==> config.mk <==
export PLATFORM = sky130hd
export DESIGN_NAME = ltc2292_ctrl_flat
export DESIGN_NICKNAME = d
export VERILOG_FILES = /design/src/rtl/ltc2292_pkg.sv /design/src/rtl/ltc2292_ctrl_if.sv /design/src/rtl/ltc2292_out_reg.sv /design/src/rtl/ltc2292_ctrl.sv /design/src/flat_wrapper.sv
export SDC_FILE = /design/constraint.sdc
export NUM_CORES = 1
export LEC_CHECK = 0
export ABC_CLOCK_PERIOD_IN_PS = 2750
export CAP_MARGIN = 25
export CORE_ASPECT_RATIO = 0.5
export CORE_MARGIN = 2
export CORE_UTILIZATION = 30
export DETAILED_ROUTE_END_ITERATION = 10
export SETUP_SLACK_MARGIN = 0.05
export SLEW_MARGIN = 40
export SYNTH_ARGS = -nofsm -noshare
export SYNTH_HDL_FRONTEND = slang
export SYNTH_SLANG_ARGS = --single-unit
==> constraint.sdc <==
create_clock -name clk -period 2.75 [get_ports clk]
set_input_delay 0.4125 -clock clk [delete_from_list [all_inputs] [get_ports clk]]
set_output_delay 0.4125 -clock clk [all_outputs]
set_load 0.02 [all_outputs]
==> src/rtl/ltc2292_pkg.sv <==
// Shared types and constants for the LTC2292 capture sequencer.
package ltc2292_pkg;

  localparam int unsigned ADC_W  = 12;
  localparam int unsigned PAIR_W = 2 * ADC_W;

  typedef struct packed {
    logic [ADC_W-1:0] a;
    logic [ADC_W-1:0] b;
  } pair_t;

  typedef logic [2:0] state_t;

  localparam state_t StShdn    = 3'd0;
  localparam state_t StWake    = 3'd1;
  localparam state_t StFlush   = 3'd2;
  localparam state_t StCapture = 3'd3;
  localparam state_t StIdle    = 3'd4;

endpackage

==> src/rtl/ltc2292_ctrl_if.sv <==
// Sample stream from the capture sequencer to downstream DSP/FIFO logic.
interface ltc2292_ctrl_if;
  import ltc2292_pkg::*;

  logic [PAIR_W-1:0] m_data;
  logic              m_valid;
  logic              m_ready;

  modport master (output m_data, output m_valid, input m_ready);
  modport slave  (input m_data, input m_valid, output m_ready);

endinterface

==> src/rtl/ltc2292_out_reg.sv <==
// Single-entry valid/ready output register; a sample offered while the entry is
// held and not accepted is dropped and flagged in a sticky overflow bit.
module ltc2292_out_reg
  import ltc2292_pkg::*;
(
  input  logic              clk,
  input  logic              rst_n,
  input  logic              take,
  input  pair_t             din,
  input  logic              clr_ovf,
  input  logic              m_ready,
  output logic              m_valid,
  output logic [PAIR_W-1:0] m_data,
  output logic              overflow
);

  logic              valid_q;
  logic [PAIR_W-1:0] data_q;
  logic              ovf_q;
  logic              load;

  assign load = take && (!valid_q || m_ready);

  always_ff @(posedge clk) begin
    if (!rst_n) begin
      valid_q <= 1'b0;
      data_q  <= '0;
      ovf_q   <= 1'b0;
    end else begin
      if (load) begin
        valid_q <= 1'b1;
        data_q  <= din;
      end else if (m_ready) begin
        valid_q <= 1'b0;
      end
      // A drop coinciding with a new start still records the loss.
      if (take && !load) begin
        ovf_q <= 1'b1;
      end else if (clr_ovf) begin
        ovf_q <= 1'b0;
      end
    end
  end

  assign m_valid  = valid_q;
  assign m_data   = data_q;
  assign overflow = ovf_q;

endmodule

==> src/rtl/ltc2292_ctrl.sv <==
// LTC2292 capture sequencer: power/OE sequencing, pipeline flush, counted capture.
// Optional test pattern source enabled by defining LTC2292_CTRL_TESTPAT_EN.
module ltc2292_ctrl
  import ltc2292_pkg::*;
#(
  parameter int unsigned WAKE_CYCLES  = 4096,
  parameter int unsigned PIPE_CYCLES  = 8,
  parameter int unsigned IDLE_TIMEOUT = 65535,
  parameter int unsigned SAMP_W       = 16
) (
  input  logic              clk,
  input  logic              rst_n,
  input  logic [ADC_W-1:0]  adc_dao,
  input  logic [ADC_W-1:0]  adc_dbo,
  output logic              adc_shdn,
  output logic              adc_oe_n,
  input  logic              start,
  input  logic              stop,
  input  logic [SAMP_W-1:0] num_samples,
`ifdef LTC2292_CTRL_TESTPAT_EN
  input  logic              testpat,
`endif
  output logic              busy,
  output logic              done,
  output logic              overflow,
  ltc2292_ctrl_if.master    m_if
);

  localparam int unsigned WakeLast = (WAKE_CYCLES > 0) ? WAKE_CYCLES - 1 : 0;
  localparam int unsigned PipeLast = (PIPE_CYCLES > 0) ? PIPE_CYCLES - 1 : 0;
  localparam int unsigned IdleLast = (IDLE_TIMEOUT > 0) ? IDLE_TIMEOUT - 1 : 0;

  state_t            state_q, state_d;
  logic [31:0]       timer_q, timer_d;
  logic [SAMP_W-1:0] scnt_q, scnt_d, scnt_inc;
  logic [SAMP_W-1:0] num_q, num_d;
  logic              done_q, done_d;
  logic              take_q, take_d;
  pair_t             pair_q, pair_d;
  pair_t             adc_pair;
  logic              accept;

`ifdef LTC2292_CTRL_TESTPAT_EN
  logic tp_q;

  always_ff @(posedge clk) begin
    if (!rst_n) begin
      tp_q <= 1'b0;
    end else if (accept) begin
      tp_q <= testpat;
    end
  end

  always_comb begin
    if (tp_q) begin
      adc_pair.a = ADC_W'(scnt_q);
      adc_pair.b = ~ADC_W'(scnt_q);
    end else begin
      adc_pair.a = adc_dao;
      adc_pair.b = adc_dbo;
    end
  end
`else
  assign adc_pair = '{a: adc_dao, b: adc_dbo};
`endif

  assign scnt_inc = scnt_q + SAMP_W'(1);

  always_comb begin
    state_d = state_q;
    timer_d = timer_q;
    scnt_d  = scnt_q;
    num_d   = num_q;
    done_d  = 1'b0;
    take_d  = 1'b0;
    pair_d  = pair_q;
    accept  = 1'b0;
    case (state_q)
      StShdn: begin
        if (start && !stop) begin
          accept  = 1'b1;
          state_d = StWake;
          timer_d = '0;
        end
      end
      StWake: begin
        if (stop) begin
          state_d = StShdn;
          done_d  = 1'b1;
        end else if (timer_q == WakeLast) begin
          state_d = (PIPE_CYCLES == 0) ? StCapture : StFlush;
          timer_d = '0;
          scnt_d  = '0;
        end else begin
          timer_d = timer_q + 32'd1;
        end
      end
      StFlush: begin
        if (stop) begin
          state_d = StShdn;
          done_d  = 1'b1;
        end else if (timer_q == PipeLast) begin
          state_d = StCapture;
          scnt_d  = '0;
        end else begin
          timer_d = timer_q + 32'd1;
        end
      end
      StCapture: begin
        if (stop) begin
          state_d = StIdle;
          done_d  = 1'b1;
          timer_d = '0;
        end else begin
          // Counter advances even if the output register drops this pair.
          take_d = 1'b1;
          pair_d = adc_pair;
          scnt_d = scnt_inc;
          if ((num_q != '0) && (scnt_inc == num_q)) begin
            state_d = StIdle;
            done_d  = 1'b1;
            timer_d = '0;
          end
        end
      end
      StIdle: begin
        if (start && !stop) begin
          accept  = 1'b1;
          state_d = StCapture;
          scnt_d  = '0;
        end else if ((IDLE_TIMEOUT != 0) && (timer_q == IdleLast)) begin
          state_d = StShdn;
        end else begin
          timer_d = timer_q + 32'd1;
        end
      end
      default: state_d = StShdn;
    endcase
    if (accept) begin
      num_d = num_samples;
    end
  end

  always_ff @(posedge clk) begin
    if (!rst_n) begin
      state_q <= StShdn;
      timer_q <= '0;
      scnt_q  <= '0;
      num_q   <= '0;
      done_q  <= 1'b0;
      take_q  <= 1'b0;
      pair_q  <= '0;
    end else begin
      state_q <= state_d;
      timer_q <= timer_d;
      scnt_q  <= scnt_d;
      num_q   <= num_d;
      done_q  <= done_d;
      take_q  <= take_d;
      pair_q  <= pair_d;
    end
  end

  assign adc_shdn = (state_q == StShdn);
  assign adc_oe_n = (state_q == StShdn) || (state_q == StWake);
  assign busy     = (state_q == StWake) || (state_q == StFlush) || (state_q == StCapture);
  assign done     = done_q;

  ltc2292_out_reg u_out_reg (
    .clk      (clk),
    .rst_n    (rst_n),
    .take     (take_q),
    .din      (pair_q),
    .clr_ovf  (accept),
    .m_ready  (m_if.m_ready),
    .m_valid  (m_if.m_valid),
    .m_data   (m_if.m_data),
    .overflow (overflow)
  );

endmodule

==> src/flat_wrapper.sv <==
// flat-port wrapper written by rule: the top's interface ports become plain ports
module ltc2292_ctrl_flat import ltc2292_pkg::*;
#(
  parameter int unsigned WAKE_CYCLES  = 4096,
  parameter int unsigned PIPE_CYCLES  = 8,
  parameter int unsigned IDLE_TIMEOUT = 65535,
  parameter int unsigned SAMP_W       = 16
)
  (clk, rst_n, adc_dao, adc_dbo, adc_shdn, adc_oe_n, start, stop, num_samples, busy, done, overflow, m_if_m_data, m_if_m_valid, m_if_m_ready);
  ltc2292_ctrl_if m_if_i ();
  input  logic clk;
  input  logic rst_n;
  input  logic [ADC_W-1:0] adc_dao;
  input  logic [ADC_W-1:0] adc_dbo;
  output logic adc_shdn;
  output logic adc_oe_n;
  input  logic start;
  input  logic stop;
  input  logic [SAMP_W-1:0] num_samples;
  output logic busy;
  output logic done;
  output logic overflow;
  output wire logic [$bits(m_if_i.m_data)-1:0] m_if_m_data;
  output wire logic [$bits(m_if_i.m_valid)-1:0] m_if_m_valid;
  input wire logic [$bits(m_if_i.m_ready)-1:0] m_if_m_ready;
  assign m_if_m_data = m_if_i.m_data;
  assign m_if_m_valid = m_if_i.m_valid;
  assign m_if_i.m_ready = m_if_m_ready;
  ltc2292_ctrl #(.WAKE_CYCLES(WAKE_CYCLES), .PIPE_CYCLES(PIPE_CYCLES), .IDLE_TIMEOUT(IDLE_TIMEOUT), .SAMP_W(SAMP_W)) u_core (.clk(clk), .rst_n(rst_n), .adc_dao(adc_dao), .adc_dbo(adc_dbo), .adc_shdn(adc_shdn), .adc_oe_n(adc_oe_n), .start(start), .stop(stop), .num_samples(num_samples), .busy(busy), .done(done), .overflow(overflow), .m_if(m_if_i));
endmodule
### Yosys cells after proc, flatten, opt, wreduce, memory -nomap -nowiden

Cells that the tools add are included.

| word-level totals | value |
|---|---|
| bits in registers | 119 |
| output and inout port bits | 30 |
| word-level logic and storage cells | 98 |

| cells by class | value |
|---|---|
| $add $sub $neg | 2 |
| eq/ne operators | 22 |
| muxes and demuxes | 38 |
| bitwise gates (word level) | 1 |
| reductions and logical operators | 24 |

Operator list:

| cell | number |
|---|---|
| two-way mux 32 bit | 9 |
| case mux 32 bit (5 select lines) | 1 |
| two-way mux 16 bit | 6 |
| case mux 16 bit (4 select lines) | 1 |
| adder 32 x 1 -> 32 bit (second input constant) | 1 |
| equality test 32 x 12 -> 1 bit (second input constant) | 1 |
| equality test 32 x 16 -> 1 bit (second input constant) | 1 |
| equality test 32 x 3 -> 1 bit (second input constant) | 1 |
| two-way mux 3 bit | 9 |
| adder 16 x 1 -> 16 bit (second input constant) | 1 |
| equality test 16 bit | 1 |
| nonzero test 16 bit | 1 |
| case mux 3 bit (5 select lines) | 1 |
| inequality test 2 bit (second input constant) | 6 |
| two-way mux 1 bit | 10 |
| inequality test 3 x 2 -> 1 bit (second input constant) | 3 |
| inequality test 2 x 1 -> 1 bit (second input constant) | 4 |
| AND reduction 8 bit | 1 |
| AND reduction 7 bit | 1 |
| equality test 3 x 2 -> 1 bit (second input constant) | 2 |
| AND reduction 5 bit | 1 |
| nonzero test 5 bit | 1 |
| logical AND 1 bit | 4 |
| logical OR 1 bit | 4 |
| 11 further kinds | 16 |

### Logic depth before layout (Yosys ltp)

Gate-level depths: netlist of run 1.

| depth | value |
|---|---|
| depth in word-level cells | 6 |
| mapped depth | 12 |
| depth with buffers taken out | 10 |

### Hierarchy

Synthesis of run 1 repeated with hierarchy kept, for this count alone.

| unflattened totals | value |
|---|---|
| cell total of the unflattened synthesis | 770 |
| area total of the unflattened synthesis | 5939.4 µm² |

Modules (own cells, without submodules):

| module | instances | cells each | area an instance (µm²) | sequential area each (µm²) |
|---|---|---|---|---|
| ltc2292_ctrl | 1 | 657 | 4872.2 | 1861.8 |
| ltc2292_out_reg | 1 | 113 | 1067.3 | 520.5 |

### Worst setup path before layout of run 1

Ideal clock, no wire load.

| timing path | value |
|---|---|
| kind | reg-to-reg |
| start | register u_core.scnt_q[0] |
| end | register u_core.timer_q[12] |
| arrival time | 2.473 ns |
| required time | 2.628 ns |
| setup slack | 0.155 ns |
| stages on the path, launching flop included | 12 |
| path buffers | 2 |
| cell sequence | dfxtp_1 ha_1 and3_1 buf_2 and4_1 nor4b_1 o2111ai_1 nor4_2 o22ai_1 o21a_1 clkbuf_1 a221o_1 |

| on the way | value |
|---|---|
| cells in the longest elaborated chain, start to end | 5 |

Ends and longest elaborated chain:

| item | line | source |
|---|---|---|
| start: declaration | ltc2292_ctrl.sv:35 | `logic [SAMP_W-1:0] scnt_q, scnt_d, scnt_inc;` |
| start signal: assignment | ltc2292_ctrl.sv:156 | `scnt_q <= scnt_d;` |
| adder 16 x 1 -> 16 bit | ltc2292_ctrl.sv:67 | `assign scnt_inc = scnt_q + SAMP_W'(1);` |
| equality test 16 bit | ltc2292_ctrl.sv:119 | `if ((num_q != '0) && (scnt_inc == num_q)) begin` |
| logical AND 1 bit | ltc2292_ctrl.sv:119 |  |
| inequality test 3 x 2 -> 1 bit (no source line) | -- |  |
| AND reduction 8 bit (no source line) | -- |  |
| end signal: assignment | ltc2292_ctrl.sv:155 | `timer_q <= timer_d;` |
| end: declaration | ltc2292_ctrl.sv:34 | `logic [31:0] timer_q, timer_d;` |

No other way between the ends.
A chain may end at the register's enable or synchronous reset.

### Final worst setup path of run 1

| timing path | value |
|---|---|
| start | register u_core.timer_q[1] |
| end | register u_core.state_q[1] |

| on the way | value |
|---|---|
| cells in the longest elaborated chain, start to end | 3 |
| elaborated cells between the ends (all ways) | 7 |
| classes of those cells | eq/ne: 6; reduce/logical: 1 |

Ends and longest elaborated chain:

| item | line | source |
|---|---|---|
| equality test 32 x 16 -> 1 bit (tied with other cells) | ltc2292_ctrl.sv:131 | `end else if ((IDLE_TIMEOUT != 0) && (timer_q == IdleLast)) begin` |
| inequality test 3 x 1 -> 1 bit (no source line) or inequality test 3 x 2 -> 1 bit (tied branches) | -- |  |
| AND reduction 5 bit (no source line) (*) | -- |  |
| end signal: assignment | ltc2292_ctrl.sv:146 | `state_q <= StShdn;` |
| end signal: assignment | ltc2292_ctrl.sv:154 | `state_q <= state_d;` |
| end: declaration | ltc2292_ctrl.sv:33 | `state_t state_q, state_d;` |

Every way passes the cells marked *; elsewhere a longest branch is shown, timed or not.

==> results of run 1 <==
[worst max path at each step]
stage / slack, ns / endpoint / startpoint / depth (start not counted)
3_3_place_gp: 0.02 / u_core.timer_q[2]$_SDFFE_PN0P_ / u_core.scnt_q[0]$_SDFFE_PN0P_ / 9
4_1_cts: 0.06 / u_core.state_q[1]$_SDFFE_PN0P_ / u_core.scnt_q[0]$_SDFFE_PN0P_ / 10
3_5_place_dp: -0.05 / u_core.timer_q[12]$_SDFFE_PN0P_ / u_core.scnt_q[0]$_SDFFE_PN0P_ / 9
6_report: 0.21 / u_core.state_q[1]$_SDFFE_PN0P_ / u_core.timer_q[1]$_SDFFE_PN0P_ / 8
2_1_floorplan: 0.16 / u_core.timer_q[12]$_SDFFE_PN0P_ / u_core.scnt_q[0]$_SDFFE_PN0P_ / 11
5_1_grt: 0.05 / u_core.timer_q[7]$_SDFFE_PN0P_ / u_core.timer_q[16]$_SDFFE_PN0P_ / 8
[kinds of logic (layout without fill, tap and decap cells)]
group	after synthesis	count (layout)	share of synthesized area, %
flops	119	119	42.3
fa+ha+maj	3	3	0.666
mux	4	4	0.732
simple gates	329	329	27.3
compound gates	194	195	21.8
buf+inv	58	155	4.22
xor+xnor	19	19	2.95
[state kept, by name, indices dropped and copies added (netlist names)]
register                   count
u_core.timer_q                32
u_core.pair_q                 24
u_core.u_out_reg.m_data       24
u_core.num_q                  16
u_core.scnt_q                 16
u_core.state_q                 3
u_core.done                    1
u_core.take_q                  1
u_core.u_out_reg.m_valid       1
u_core.u_out_reg.overflow      1
[cells in the mapped netlist, drive strengths merged, types with 2 or more instances]
cell and number:
o32ai 5, nor2 35, nor4b 2, nand4 14
buf 10, a21boi 24, and4 5, nor3 14
nand2 173, nor2b 9, or4 3, xnor2 16
inv 9, o21a 5, o31ai 6, a21o 5
a22oi 2, a221o 2, or3 3, o21ai 33
a31oi 31, and3 8, or2 2, dfxtp 119
nand2b 8, mux2i 3, nor4 15, xor2 3
ha 3, and2 5, a211oi 6, nand3 27
a21oi 58, clkbuf 39, nor3b 3, a41oi 5
o211ai 2
[timing repair]
action,4_1_cts,5_1_grt
pin swaps,3,3
endpoints found under the setup margin,17,49
setup buffers,1,0
hold buffers,0,0
gates resized for setup,6,12
gates cloned,1,0
[cell type report]
type	instances	area [sq um]
clock buffer	20	457
fill	1823	10900
inverter	9	33.8
clock inverter	12	198
tap	240	300
timing repair buffer	114	1060
sequential	119	2390
multi-input combinational	550	3080
[worst max-delay path: stages, from the launching register on]
cell	delay, ns
dfxtp_1	0.40
ha_1	0.24
nand3_1	0.14
nor4_2	0.24
a31oi_1	0.26
or2_2	0.41
nor2b_1	0.17
or4_1	0.47
a21boi_1	0.15
[stage by stage]
step | hold slack (ns) | util [%] | TNS, ns | instance area (sq um) | setup slack, ns
finish | 0.453 | 40.9 | 0 | 7520 | 0.211
global route | 0.470 | 40.9 | 0 | 7520 | 0.0504
CTS | 0.455 | 40.6 | 0 | 7470 | 0.0605
detailed placement | 0.444 | 36.9 | -0.113 | 6780 | -0.0526
global placement | 0.437 | 36.9 | 0 | 6780 | 0.0189
floorplan | 0.432 | - | 0 | 5640 | 0.155
[power breakdown]
part / switching [mW] / internal (mW)
clock network: 0.807 / 1.65
registers: 0.0674 / 1.77
logic: 0.439 / 0.350
[routing by layer]
metal / vias up / GRT usage (%) / part of all wire [%]
li1: 2749 / - / -
met1: 2561 / 19.1 / 45
met2: 109 / 26.4 / 49
met3: 32 / 2.94 / 3.6
met4: 0 / 7.17 / 2.3
met5: - / 0 / 0
==> run_results.csv, run 1 <==
group,metric,value,unit
drt,drt-initial-drc-count,454,
cells_and_area,nets,859,
logic_synthesis,synth_edf_count,0,
timing,slew_violations,0,
logic_synthesis,synth_warnings,0,
timing,relSlewSlack,54.4,%
power_and_ir_drop,peakVddDrop,0.534,mV
timing,max_freq,394,MHz
worst_hold_path,holdPathStages,2,
cells_and_area,layout-drive-gt1-share,11.7,%
logic_synthesis,synth.distinct_cells,61,
cells_and_area,diodes,0,
clock_tree,clock-sinks,119,
critical_path,worst_setup_path_end_kind,"flip-flop",
drt,via_per_inst,5.12,
global_route,antenna_found_initial,0,
clock_tree,clock_latency,0.41,ns
drt,wire_per_inst,14.2,microns
outcome,status,"complete, no violations",
power_and_ir_drop,power_leakage,2.54,nW
die,io_pins,75,
logic_synthesis,synth.yosys.seq_area_share,42.3,%
logic_synthesis,synth-async-reset-ratio,0,%
critical_path,path_max_fanout,6,
cells_and_area,mostFrequentLayoutCells,"nand2_1 (173), dfxtp_1 (116), clkdlybuf4s50_1 (74)",
critical_path,ff2ff_path_depth,8,
die,die_h,101,microns
worst_hold_path,hold_path_class,"reg -> reg",
drt,drt_pre_antenna_iters,5,
logic_synthesis,postSynthCellCount,726,
global_route,grt_first_pass_wirelength,24.9,mm
cells_and_area,mostFrequentLayoutCell,"nand2_1",
critical_path,startpoint_type,"flip-flop",
cells_and_area,syn_to_final_growth,33.3,%
placement,detailed_place_hpwl,10.3,mm
logic_synthesis,synth_top_area_share,42.3,%
die,start_util,30.7,%
critical_path,r2r_end,"u_core.state_q[1]$_SDFFE_PN0P_",
clock_tree,clkTransAtPathRegs,0.06,ns
die,design.core.area,18400,sq um
placement,dp_cells,1030,
critical_path,worstSetupPathType,"reg -> reg",
placement,io_buffers,74,
placement,gp_congestion,0.862,
global_route,grt_max_degree,38,
drt,via_count,5451,
clock_tree,cts_tree,"done",
die,die_width,198,microns
clock_tree,cts-root-buf,"clkbuf_16",
timing,fin_skew,0.0136,ns
critical_path,critPathRequiredTime,3.09,ns
clock_tree,h-tree-depth,4,
job,drv_cap,0,
logic_synthesis,avgSynthCellArea,7.77,sq um
logic_synthesis,synth-seq-cells,119,
timing,fin_crit_sh,92.3,%
logic_synthesis,synth_area_leaders,"dfxtp_1 (42%), nand2_1 (12%), a21oi_1 (5.1%)",
global_route,grt_use_total,15.5,%
drt,wl,15.1,mm
critical_path,rrSetupSlack,0.21,ns
global_route,grt-ovfl-total,0,
worst_hold_path,min_from,"u_core.pair_q[1]$_SDFFE_PN0P_",
logic_synthesis,synthesis.nets,774,
timing,rsz0062_at_grt,"no",
drt,postRouteAntennaNets,0,
critical_path,arrival,2.88,ns
global_route,grt_pass1_vias,5110,
die,dieArea,20000,sq um
logic_synthesis,synth_flop_cell,"dfxtp_1",
logic_synthesis,synth.largest_area_cell,"dfxtp_1",
timing,hold_viol_final,0,
timing,tightest_slew,0.682,ns
power_and_ir_drop,power,5.09,mW
clock_tree,ctsLongestPathBuffers,2,
die,std_cell_rows,35,
timing,finalSetupViolCount,0,
clock_tree,cts_buffers,17,
logic_synthesis,synth_area,5640,sq um
cells_and_area,stdcell_count,1064,
timing,fin_crit,2.54,ns
drt,drc_errors,0,
power_and_ir_drop,powerDensity,677,nW/um^2
critical_path,reg2reg_from,"u_core.timer_q[1]$_SDFFE_PN0P_",
worst_hold_path,holdPathEnd,"u_core.pair_q[1]$_SDFFE_PN0P_",
No activity file was read; power rests on OpenSTA's default activity.
==> run 2, diff against run 1 <==
--- a/config.mk
+++ b/config.mk
@@ -8,7 +8,7 @@
 export ABC_CLOCK_PERIOD_IN_PS = 2750
 export CAP_MARGIN = 25
 export CORE_ASPECT_RATIO = 0.5
-export CORE_MARGIN = 2
+export CORE_MARGIN = 1.5
 export CORE_UTILIZATION = 30
 export DETAILED_ROUTE_END_ITERATION = 10
 export SETUP_SLACK_MARGIN = 0.05
==> run_results.csv, run 2 (synthesized netlist as in run 1, its figures left out) <==
group,metric,value,unit
outcome,status,"complete, no violations",
cells_and_area,layout-drive-gt1-share,10.1,%
critical_path,worstSetupPathType,"reg -> reg",
drt,drt-initial-drc-count,352,
timing,slew_violations,0,
critical_path,slowest_delay,0.38,ns
critical_path,cp_num_buf_inv,1,
clock_tree,cts-root-buf,"clkbuf_16",
critical_path,critical-path-top-delay-family,"compound AO/OA/AOI/OAI gates",
timing,finalSetupViolCount,0,
placement,gp_congestion,0.855,
critical_path,critPathRequiredTime,3.06,ns
power_and_ir_drop,power_leakage,2.48,nW
worst_hold_path,hold_path_class,"reg -> reg",
critical_path,path_max_fanout,8,
timing,setup_tns,0,ns
critical_path,rrSetupSlack,0.18,ns
drt,drt_pre_antenna_iters,5,
cells_and_area,mostFrequentLayoutCells,"nand2_1 (173), dfxtp_1 (119), clkdlybuf4s50_1 (74)",
clock_tree,cts_buffers,17,
placement,io_buffers,74,
timing,fin_crit_sh,93.4,%
drt,wire_per_inst,13.8,microns
critical_path,worst_setup_path_end_kind,"flip-flop",
cells_and_area,fillCellCount,1867,
job,drv_cap,0,
power_and_ir_drop,peakVddDrop,0.449,mV
clock_tree,ctsLongestPathBuffers,2,
cells_and_area,diodes,0,
die,die_width,197,microns
critical_path,arrival,2.87,ns
global_route,antenna_found_initial,0,
critical_path,critPathSlowestCell,"dfxtp_1",
clock_tree,clkTransAtPathRegs,0.06,ns
timing,relSlewSlack,54.7,%
critical_path,startpoint_type,"flip-flop",
die,io_pins,75,
critical_path,cp_cell_sequence,"ha_1 -> and3_1 -> and2_1 -> a31o_2 -> nand4_1 -> nor4_2 -> buf_4 -> o22ai_2 -> o21a_2 -> a221o_1",
timing,rsz0062_at_grt,"yes",
clock_tree,cts_setup_buffers,0,
drt,wl,14.7,mm
global_route,grt_first_pass_wirelength,24.2,mm
die,die_h,99.9,microns
global_route,grt_use_total,15.3,%
global_route,grt_pass1_vias,4945,
cells_and_area,largest_reg_flops,32,
timing,fin_skew,0.0126,ns
die,dieArea,19700,sq um
global_route,grt_max_degree,47,
global_route,grt-ovfl-total,0,
placement,dp_cells,1032,
cells_and_area,top_register,"u_core.timer_q",
cells_and_area,nets,859,
die,start_util,30.7,%
clock_tree,h-tree-depth,4,
placement,detailed_place_hpwl,10.2,mm
clock_tree,ctsResizeCount,0,
drt,via_per_inst,5.00,
timing,tightest_slew,0.678,ns
cells_and_area,mostFrequentLayoutCell,"nand2_1",
clock_tree,cts_tree,"done",
drt,drc_errors,0,
timing,fin_crit,2.57,ns
clock_tree,clock_latency,0.41,ns
die,std_cell_rows,35,
power_and_ir_drop,powerDensity,646,nW/um^2
cells_and_area,stdcell_count,1063,
die,design.core.area,18400,sq um
timing,max_freq,390,MHz
cells_and_area,syn_to_final_growth,31.0,%
timing,hold_viol_final,0,
drt,via_count,5313,
drt,postRouteAntennaNets,0,
clock_tree,clock-sinks,119,
clock_tree,postCtsHoldBufs,0,
==> run 2: layout make-up <==
class,count,area [sq um],share of cell area (%)
clock inverters,7,95.1,1.29
inverters,9,35.0,0.474
repair buffers,115,1060,14.4
well taps,240,300,4.06
multi-input cells,549,3030,41.0
clock buffers,24,482,6.52
flip-flops and latches,119,2380,32.2
==> run 2: metrics by stage <==
stage / cell area [sq um] / hold slack [ns] / power (mW) / setup slack, ns / utilization [%]
2_1_floorplan: 5640 / 0.432 / 2.34 / 0.155 / -
3_3_place_gp: 6800 / 0.437 / 2.63 / 0.119 / 36.9
3_5_place_dp: 6800 / 0.444 / 2.63 / 0.0829 / 36.9
4_1_cts: 7370 / 0.451 / 4.81 / 0.0891 / 40.1
5_1_grt: 7390 / 0.465 / 4.99 / 0.0412 / 40.2
6_report: 7390 / 0.446 / 4.78 / 0.183 / 40.2
==> run 2: layer usage <==
metal	track usage (%)	vias up	routed length, microns
met3	3.33	12	366
met2	25.8	63	7140
met5	0	-	0
met4	6.22	0	153
li1	-	2745	-
met1	19.2	2493	7000
==> run 2: power breakdown <==
group	internal, mW	leakage [nW]	switching, mW	total (mW)
clock network	1.40	0.269	0.770	2.17
logic	0.340	1.25	0.430	0.770
registers	1.77	0.960	0.0673	1.84
==> run 2: path summary, 6_finish.rpt <==
kind,start,end,depth (start not counted)
setup / recovery,u_core.scnt_q[1]$_SDFFE_PN0P_,u_core.timer_q[2]$_SDFFE_PN0P_,10
hold / removal,u_core.pair_q[7]$_SDFFE_PN0P_,u_core.u_out_reg.m_data[7]$_SDFFE_PN0P_,2
setup reg to reg,u_core.scnt_q[1]$_SDFFE_PN0P_,u_core.timer_q[2]$_SDFFE_PN0P_,10
hold reg to reg,u_core.pair_q[7]$_SDFFE_PN0P_,u_core.u_out_reg.m_data[7]$_SDFFE_PN0P_,2
==> run 2: worst reg2reg max path, delay by kind of cell, from the launching register on <==
family	cells	cell delay (ns)
AOI/OAI and AO/OA	4	0.93
and+or+nand+nor	4	0.82
adders and majority gates	1	0.19
DFF	1	0.38
buffers and inverters	1	0.16
